<file path="src/rtl/mux_sweep_ctrl_if.sv">
// Signal bundle between the mux sweep sequencer and its lab top level or bench.
// Datapath drive/return lines, sweep control and status, and the FSM debug view.
interface mux_sweep_ctrl_if;
  logic       start;
  logic       abort;
  logic       mux_a;
  logic       mux_b;
  logic       mux_sel;
  logic       mux_z;
  logic       busy;
  logic       done;
  logic       pass;
  logic [3:0] err_count;
  logic [2:0] first_fail;
  logic       fail_valid;
  logic [2:0] state_dbg;

  // Handshake: start is a one-cycle request sampled on the rising edge and
  // accepted only while busy=0 and done=0; done is a one-cycle completion
  // pulse, and pass/err_count/first_fail/fail_valid are valid whenever busy=0.
  modport master (
    output start, abort, mux_z,
    input  mux_a, mux_b, mux_sel, busy, done, pass,
    input  err_count, first_fail, fail_valid, state_dbg
  );

  modport slave (
    input  start, abort, mux_z,
    output mux_a, mux_b, mux_sel, busy, done, pass,
    output err_count, first_fail, fail_valid, state_dbg
  );
endinterface

</file>
<file path="src/rtl/mux_sweep_ctrl.sv">
// Exhaustive self-checking sweep of a 2:1 mux: drives all 8 {a,b,sel} vectors,
// waits SETTLE_CYC cycles, samples z against sel ? b : a and records results.
module mux_sweep_ctrl #(
  parameter int SETTLE_CYC = 2
) (
  input logic             clk,
  input logic             rst_n,
  mux_sweep_ctrl_if.slave bus
);

  typedef enum logic [2:0] {
    IDLE   = 3'd0,
    APPLY  = 3'd1,
    SETTLE = 3'd2,
    SAMPLE = 3'd3,
    DONE   = 3'd4
  } state_t;

  localparam logic [3:0] SETTLE_LOAD = (SETTLE_CYC > 0) ? 4'(SETTLE_CYC - 1) : 4'd0;

  state_t     state, state_n;
  logic [2:0] v;
  logic [3:0] cnt;
  logic       mux_a, mux_b, mux_sel;
  logic       busy, done, pass;
  logic [3:0] err_count;
  logic [2:0] first_fail;
  logic       fail_valid;

  logic       expected;
  logic       mismatch;
  logic [3:0] err_count_n;
  logic       abort_hit;

  // Golden value comes from the registered drive lines, which always equal v.
  always_comb begin
    expected    = mux_sel ? mux_b : mux_a;
    mismatch    = (state == SAMPLE) && (bus.mux_z != expected);
    err_count_n = err_count + {3'd0, mismatch};
    abort_hit   = bus.abort && (state != IDLE);
  end

  always_comb begin
    state_n = state;
    case (state)
      IDLE:    if (bus.start) state_n = APPLY;
      APPLY:   state_n = (SETTLE_CYC > 0) ? SETTLE : SAMPLE;
      SETTLE:  if (cnt == 4'd0) state_n = SAMPLE;
      SAMPLE:  state_n = (v == 3'd7) ? DONE : APPLY;
      DONE:    state_n = IDLE;
      default: state_n = IDLE;
    endcase
    if (abort_hit) state_n = IDLE;
  end

  always_ff @(posedge clk or negedge rst_n) begin
    if (!rst_n) begin
      state <= IDLE;
    end else begin
      state <= state_n;
    end
  end

  always_ff @(posedge clk or negedge rst_n) begin
    if (!rst_n) begin
      v          <= 3'd0;
      cnt        <= 4'd0;
      mux_a      <= 1'b0;
      mux_b      <= 1'b0;
      mux_sel    <= 1'b0;
      busy       <= 1'b0;
      done       <= 1'b0;
      pass       <= 1'b0;
      err_count  <= 4'd0;
      first_fail <= 3'd0;
      fail_valid <= 1'b0;
    end else begin
      busy <= (state_n != IDLE) && (state_n != DONE);
      done <= (state_n == DONE);
      case (state)
        IDLE: begin
          if (bus.start) begin
            v          <= 3'd0;
            mux_a      <= 1'b0;
            mux_b      <= 1'b0;
            mux_sel    <= 1'b0;
            err_count  <= 4'd0;
            first_fail <= 3'd0;
            fail_valid <= 1'b0;
            pass       <= 1'b0;
          end
        end
        APPLY:  cnt <= SETTLE_LOAD;
        SETTLE: if (cnt != 4'd0) cnt <= cnt - 4'd1;
        SAMPLE: begin
          // The sample is recorded even when an abort arrives in this cycle.
          err_count <= err_count_n;
          if (mismatch && !fail_valid) begin
            first_fail <= v;
            fail_valid <= 1'b1;
          end
          if (!abort_hit && (v != 3'd7)) begin
            v                         <= v + 3'd1;
            {mux_a, mux_b, mux_sel}   <= v + 3'd1;
          end
        end
        default: ;
      endcase
      if (state_n == DONE) pass <= (err_count_n == 4'd0);
      if (abort_hit)       pass <= 1'b0;
    end
  end

  assign bus.mux_a      = mux_a;
  assign bus.mux_b      = mux_b;
  assign bus.mux_sel    = mux_sel;
  assign bus.busy       = busy;
  assign bus.done       = done;
  assign bus.pass       = pass;
  assign bus.err_count  = err_count;
  assign bus.first_fail = first_fail;
  assign bus.fail_valid = fail_valid;
  assign bus.state_dbg  = state;

endmodule

</file>
<file path="src/flat_wrapper.sv">
// flat-port wrapper written by rule: the top's interface ports become plain ports
module mux_sweep_ctrl_flat 
#(
  parameter int SETTLE_CYC = 2
)
  (clk, rst_n, bus_start, bus_abort, bus_mux_z, bus_mux_a, bus_mux_b, bus_mux_sel, bus_busy, bus_done, bus_pass, bus_err_count, bus_first_fail, bus_fail_valid, bus_state_dbg);
  mux_sweep_ctrl_if bus_i ();
  input logic clk;
  input logic rst_n;
  input wire logic [$bits(bus_i.start)-1:0] bus_start;
  input wire logic [$bits(bus_i.abort)-1:0] bus_abort;
  input wire logic [$bits(bus_i.mux_z)-1:0] bus_mux_z;
  output wire logic [$bits(bus_i.mux_a)-1:0] bus_mux_a;
  output wire logic [$bits(bus_i.mux_b)-1:0] bus_mux_b;
  output wire logic [$bits(bus_i.mux_sel)-1:0] bus_mux_sel;
  output wire logic [$bits(bus_i.busy)-1:0] bus_busy;
  output wire logic [$bits(bus_i.done)-1:0] bus_done;
  output wire logic [$bits(bus_i.pass)-1:0] bus_pass;
  output wire logic [$bits(bus_i.err_count)-1:0] bus_err_count;
  output wire logic [$bits(bus_i.first_fail)-1:0] bus_first_fail;
  output wire logic [$bits(bus_i.fail_valid)-1:0] bus_fail_valid;
  output wire logic [$bits(bus_i.state_dbg)-1:0] bus_state_dbg;
  assign bus_i.start = bus_start;
  assign bus_i.abort = bus_abort;
  assign bus_i.mux_z = bus_mux_z;
  assign bus_mux_a = bus_i.mux_a;
  assign bus_mux_b = bus_i.mux_b;
  assign bus_mux_sel = bus_i.mux_sel;
  assign bus_busy = bus_i.busy;
  assign bus_done = bus_i.done;
  assign bus_pass = bus_i.pass;
  assign bus_err_count = bus_i.err_count;
  assign bus_first_fail = bus_i.first_fail;
  assign bus_fail_valid = bus_i.fail_valid;
  assign bus_state_dbg = bus_i.state_dbg;
  mux_sweep_ctrl #(.SETTLE_CYC(SETTLE_CYC)) u_core (.clk(clk), .rst_n(rst_n), .bus(bus_i));
endmodule
</file>
<file path="config.mk">
export PLATFORM = sky130hd
export DESIGN_NAME = mux_sweep_ctrl_flat
export DESIGN_NICKNAME = d
export VERILOG_FILES = /design/src/rtl/mux_sweep_ctrl_if.sv /design/src/rtl/mux_sweep_ctrl.sv /design/src/flat_wrapper.sv
export SDC_FILE = /design/constraint.sdc
export NUM_CORES = 1
export LEC_CHECK = 0
export CORE_MARGIN = 5
export CORE_UTILIZATION = 50
export CTS_BUF_LIST = sky130_fd_sc_hd__clkbuf_4
export DETAILED_ROUTE_END_ITERATION = 16
export HOLD_SLACK_MARGIN = 0.05
export PLACE_DENSITY = 0.78
export REMOVE_ABC_BUFFERS = 1
export SLEW_MARGIN = 30
export SYNTH_ARGS = -nofsm -noshare
export SYNTH_HDL_FRONTEND = slang
export SYNTH_SLANG_ARGS = --single-unit
</file>
<file path="constraint.sdc">
create_clock -name clk -period 2.2 [get_ports clk]
set_clock_uncertainty 0.2 [all_clocks]
set_input_delay 0.44 -clock clk [delete_from_list [all_inputs] [get_ports clk]]
set_output_delay 0.44 -clock clk [all_outputs]
set_load 0.01 [all_outputs]
</file>
; After elaboration in Yosys (flattened, before gate mapping)
; Index checks and enable logic that the tools add are counted.
[totals]
ff_bits = 24
in_bits = 5
output_inout_bits = 17
elab_cells = 76
[classes]
add_sub_neg = 3
eq_ne = 12
muxes = 27
reduce_logical = 22
[ops]
columns = op, count
row1 = $mux W3, 7
row2 = $pmux W4 S2, 2
row3 = $pmux W3 S2, 2
row4 = $pmux W3 S4, 1
row5 = $reduce_bool A3 Y1, 4
row6 = $mux W1, 9
row7 = $logic_not A4 Y1, 2
row8 = $mux W4, 2
row9 = $pmux W1 S2, 4
row10 = $eq A3 B2 Y1 const B, 2
row11 = $eq A3 B3 Y1 const B, 2
row12 = $ne A2 B2 Y1 const B, 3
row13 = $ne A3 B3 Y1 const B, 2
row14 = $reduce_and A2 Y1, 3
row15 = $reduce_and A3 Y1, 2
row16 = $logic_and A1 B1 Y1, 5
row17 = $add A4 B1 Y4, 1
row18 = $reduce_bool A2 Y1, 2
row19 = $reduce_bool A4 Y1, 1
row20 = $sub A4 B1 Y4 const B, 1
row21 = $add A3 B1 Y3 const B, 1
row22 = $eq A3 B1 Y1 const B, 1
row23 = $logic_not A3 Y1, 1
row24 = $logic_not A1 Y1, 2
row25 = other kinds (2), 2

; Logic depth before layout (Yosys ltp)
[logic_depth]
word_depth = 7
depth_mapped = 9

; Worst setup path before layout
; No wires, ideal clock.
[synth_path]
path_kind = reg2reg
startpoint = register u_core.v[0]
endpoint = register u_core.pass (netlist: u_core.bus.pass)
setup_ns = 0.082
t_arrival_ns = 1.755
t_required_ns = 1.918
path_slack_ns = 0.162
path_stages_with_launch = 9
n_path_buf = 0
synth_period_minus_slack_ns = 2.038
cell_sequence = dfrtp_1 > mux2i_1 > xor2_1 > nor2_1 > ha_1 > ha_1 > nor3_1 > a31oi_1 > o22ai_1
[synth_via]
elab_chain_cells = 7
word_cells_on_any_way = 10
classes_between = eq/ne (2) / mux (5) / reduce/logical (3)
[synth_rtl]
columns = item, line_no
row1 = start: declaration, mux_sweep_ctrl.sv:22  ; logic [2:0] v;
row2 = start signal: assignment, mux_sweep_ctrl.sv:103  ; v <= v + 3'd1;
row3 = $eq A3 B3 Y1 (*), mux_sweep_ctrl.sv:49  ; SAMPLE: state_n = (v == 3'd7) ? DONE : APPLY;
row4 = $mux W3 (*), mux_sweep_ctrl.sv:49
row5 = $pmux W3 S4 (*), mux_sweep_ctrl.sv:45  ; case (state)
row6 = $mux W3 (*), mux_sweep_ctrl.sv:53  ; if (abort_hit) state_n = IDLE;
row7 = $eq A3 B3 Y1 (*), mux_sweep_ctrl.sv:109  ; if (state_n == DONE) pass <= (err_count_n == 4'd0);
row8 = $reduce_bool A3 Y1 (no line) or $mux W1 (tied branches), n/a
row9 = $reduce_and A2 Y1 (no line) or $mux W1 (tied branches), n/a
row10 = end signal: assignment, mux_sweep_ctrl.sv:109
row11 = end: declaration, mux_sweep_ctrl.sv:25  ; logic busy, done, pass;
; Every way passes the cells marked *; elsewhere a longest branch is shown, timed or not.
; A chain may end at the register's enable or synchronous reset.

; Worst setup path after layout
[layout_path]
startpoint = register u_core.state[0] (netlist: u_core.bus.state_dbg[0])
endpoint = output bus_state_dbg[0]
[layout_lines]
columns = item, line_no
row1 = start: declaration, mux_sweep_ctrl.sv:21  ; state_t state, state_n;
row2 = start signal: assignment, mux_sweep_ctrl.sv:60  ; state <= state_n;
row3 = end: declaration, flat_wrapper.sv:22  ; output wire logic [$bits(bus_i.state_dbg)-1:0] bus_state_dbg;
; No word-level cell between the ends.

==> key figures <==
Critical path
  – Reg2reg start: u_core.v[2]$_DFFE_PN0P_
  – Critical Path Fanout Max: 9
  – R2r setup slk: 0.12 ns
  – CP arrival: 1.49 ns
  – Sum of buffers and inverters on the critical path: 1
  – WP depth: 1
  – Req. time, crit path: 1.56 ns
  – FF-to-FF path depth: 8
  – Slowest stage cell, crit path: clkdlybuf4s50_1
  – CP top delay family: buffers and inverters
  – R2R Path End: u_core.bus.pass$_DFFE_PN0P_
  – Setup crit end kind: primary output
  – CP Launch Type: register
  – Worst Setup SP: u_core.bus.state_dbg[0]$_DFF_PN0_
  – CP max stage delay: 0.61 ns
  – Worst-path cell chain: clkdlybuf4s50_1
  – WS Path Type: register to primary output

Outcome
  – Run status: complete, no violations

Global route
  – Initial antenna violation count: 0
  – Global route overflow: 0
  – Largest net degree at the start of global routing: 22
  – First-pass GRT wire length: 3800 um
  – Vias in the first global route: 834
  – Total Routing Usage GR: 0.146

Logic synthesis
  – Mux cell area share after synthesis: 0.0455
  – Post-Synth Simple-Gate Area: 0.211
  – Post-Synth Adder-Cell Area: 0.0665
  – Post-synthesis xor/xnor area fraction: 0.0466
  – Synth warn: 0
  – Mapped Area: 1130 sq um
  – Synth Instances: 107
  – Synth unique cells: 30
  – Sequential area share after synthesis: 0.466
  – Syn Area/Cell: 10.5 sq um
  – Largest family of logic cells by synthesized area: simple AND/OR/NAND/NOR gates
  – Seq cells post-synth: 21
  – Compound-Gate Fraction of Synth Area: 0.102

CTS
  – Worst-path clk slew: 0.13 ns
  – CTS sink count: 21
  – Root buffer cell: clkbuf_4
  – H-tree levels: 1
  – CTS Buffer Depth: 2
  – Later-pin clock latency in the skew report: 0.31 ns
  – Total CTS buffers: 3
  – TritonCTS clock tree: yes

Placed design
  – HPWL Detailed: 1720 um
  – GP Congestion: 0.812
  – Post-DP Area: 1360 sq um
  – Port bufs: 21

Detailed routing
  – DRT Pass-1 Iters: 4
  – Detailed Route Iter0 Violations: 6
  – Routed len/inst: 14.1 um
  – DR vias/cell: 5.52
  – Antenna-violating nets left: 0
  – Via count: 883
  – Routed WL: 2260 um
  – DRC viols: 0

Min path
  – Hold WC Path Type: input pin to asynchronous set/reset pin

Die
  – Row count: 17
  – Die Width: 57.5 um
  – Die height: 57.5 um
  – Core area: 2190 sq um
  – Die area: 3310 sq um
  – Initial Util: 0.515
  – Io pins: 22

Timing
  – Crit path time final: 2.13 ns
  – RSZ-0062 raised after global routing: false
  – Hold Fails Final Rpt: 0
  – # setup viols final: 0
  – Ratio of final minimum period to clock period: 0.968
  – Slew Limit Fails: 0
  – Slew headroom: 0.683
  – Worst Max-Slew Pin Slew: 0.474 ns
  – Fmax: 470 MHz

Finish
  – ANT cells: 0
  – Final #Nets: 144
  – Synth-to-layout area growth: 24.1%
  – Layout cells sized above 1: 0.152
  – Most frequent cells in the layout: clkdlybuf4s50_1, dfrtp_1, nand3_1, nor2_1
  – Most common cell after layout, fill and taps aside: clkdlybuf4s50_1
  – Finished Cell Area: 1400 sq um

Power and ir drop
  – Pwr per Cell Area: 851 nW/um^2
  – Worst vdd ir: 0.000505 V
  – Pwr Total: 1.19 mW
  – Leak: 0.636 nW

Run
  – Max-Cap Viols: 0
-- per-layer routing --
| layer | up-vias | share of wire | GRT usage |
|---|---|---|---|
| met5 | - | 0 | 0 |
| met1 | 432 | 0.42 | 0.185 |
| li1 | 423 | - | - |
| met3 | 7 | 0.039 | 0.0181 |
| met2 | 21 | 0.51 | 0.237 |
| met4 | 0 | 0.028 | 0.0861 |
-- area by class of cell --
class	instances	area [sq um]
Inverter	7	26.3
Tap cell	28	35.0
Sequential cell	21	528
Clock inverter	1	5.00
Timing Repair Buffer	26	248
Fill cell	186	791
Multi-Input combinational cell	74	536
Clock buffer	3	22.5
-- worst max-delay path by stage --
stage | to
after floorplan | u_core.bus.pass$_DFFE_PN0P_
after global placement | u_core.bus.pass$_DFFE_PN0P_
after detailed placement | u_core.bus.pass$_DFFE_PN0P_
after CTS | u_core.bus.pass$_DFFE_PN0P_
after global routing | u_core.bus.pass$_DFFE_PN0P_
final | bus_state_dbg[0]
-- kinds of logic after synthesis --
kind of cell	count (synthesis)
xor+xnor	6
simple gates	38
fa+ha+maj	6
buf+inv	12
flops	21
compound gates	19
mux	5
-- through the flow --
| stage | cells | worst slack [ns] | util | hold WS, ns | TNS [ns] |
|---|---|---|---|---|---|
| 3_3_place_gp | 155 | 0.0119 | 0.620 | 0.314 | 0 |
| 4_1_cts | 159 | 0.0414 | 0.633 | 0.254 | 0 |
| 5_1_grt | 160 | 0.00151 | 0.639 | 0.263 | 0 |
| 6_report | 160 | 0.0707 | 0.639 | 0.251 | 0 |
| 3_5_place_dp | 155 | -0.0778 | 0.620 | 0.325 | -0.0778 |
| 2_1_floorplan | 102 | 0.162 | - | -0.0556 | 0 |
-- sequential cells by signal (all words and copies together), names as in the netlist --
signal                 cells
u_core.bus.state_dbg       3
u_core.bus.done            1
u_core.bus.err_count       4
u_core.bus.fail_valid      1
u_core.cnt                 4
u_core.bus.mux_b           1
u_core.bus.first_fail      3
u_core.bus.pass            1
u_core.v                   2
u_core.bus.busy            1
-- power breakdown --
| part | internal (mW) | leakage (nW) | switching (mW) | total, mW |
|---|---|---|---|---|
| registers | 0.458 | 0.280 | 0.0965 | 0.554 |
| logic | 0.224 | 0.337 | 0.223 | 0.447 |
| clock network | 0.0679 | 0.0177 | 0.122 | 0.190 |
-- synth_stat cells --
| library cell | count | area (sq um) |
|---|---|---|
| a31oi_1 | 2 | 12.5 |
| a21oi_1 | 4 | 20.0 |
| a21o_1 | 2 | 15.0 |
| a221oi_1 | 1 | 8.76 |
| nor2_1 | 8 | 30.0 |
| inv_1 | 7 | 26.3 |
| nand3b_4 | 1 | 20.0 |
| nor3b_4 | 1 | 18.8 |
| mux2_2 | 1 | 11.3 |
| ha_1 | 6 | 75.1 |
| nand4b_1 | 1 | 8.76 |
| o22ai_1 | 1 | 6.26 |
| or3b_2 | 1 | 8.76 |
| mux2i_1 | 4 | 40.0 |
| nand3_1 | 9 | 45.0 |
| buf_6 | 3 | 33.8 |
| nor3b_2 | 1 | 12.5 |
| dfrtp_1 | 21 | 526 |
| nor3_4 | 1 | 16.3 |
| o21ai_0 | 7 | 35.0 |
| buf_4 | 1 | 7.51 |
| nand2_1 | 7 | 26.3 |
| or2_2 | 1 | 6.26 |
| xnor2_1 | 1 | 8.76 |
| xor2_1 | 5 | 43.8 |
| nor3_1 | 4 | 20.0 |
| nor3_2 | 1 | 10.0 |
| clkbuf_1 | 1 | 3.75 |
| nor3b_1 | 2 | 15.0 |
| a22o_1 | 2 | 17.5 |
-- timing repair --
action | in CTS | in global routing
hold buffers | 0 | 0
setup buffers | 0 | 1
resized for setup | 0 | 3
endpoints found under the setup margin | 0 | 2
Power figures use the tool's default switching activity.
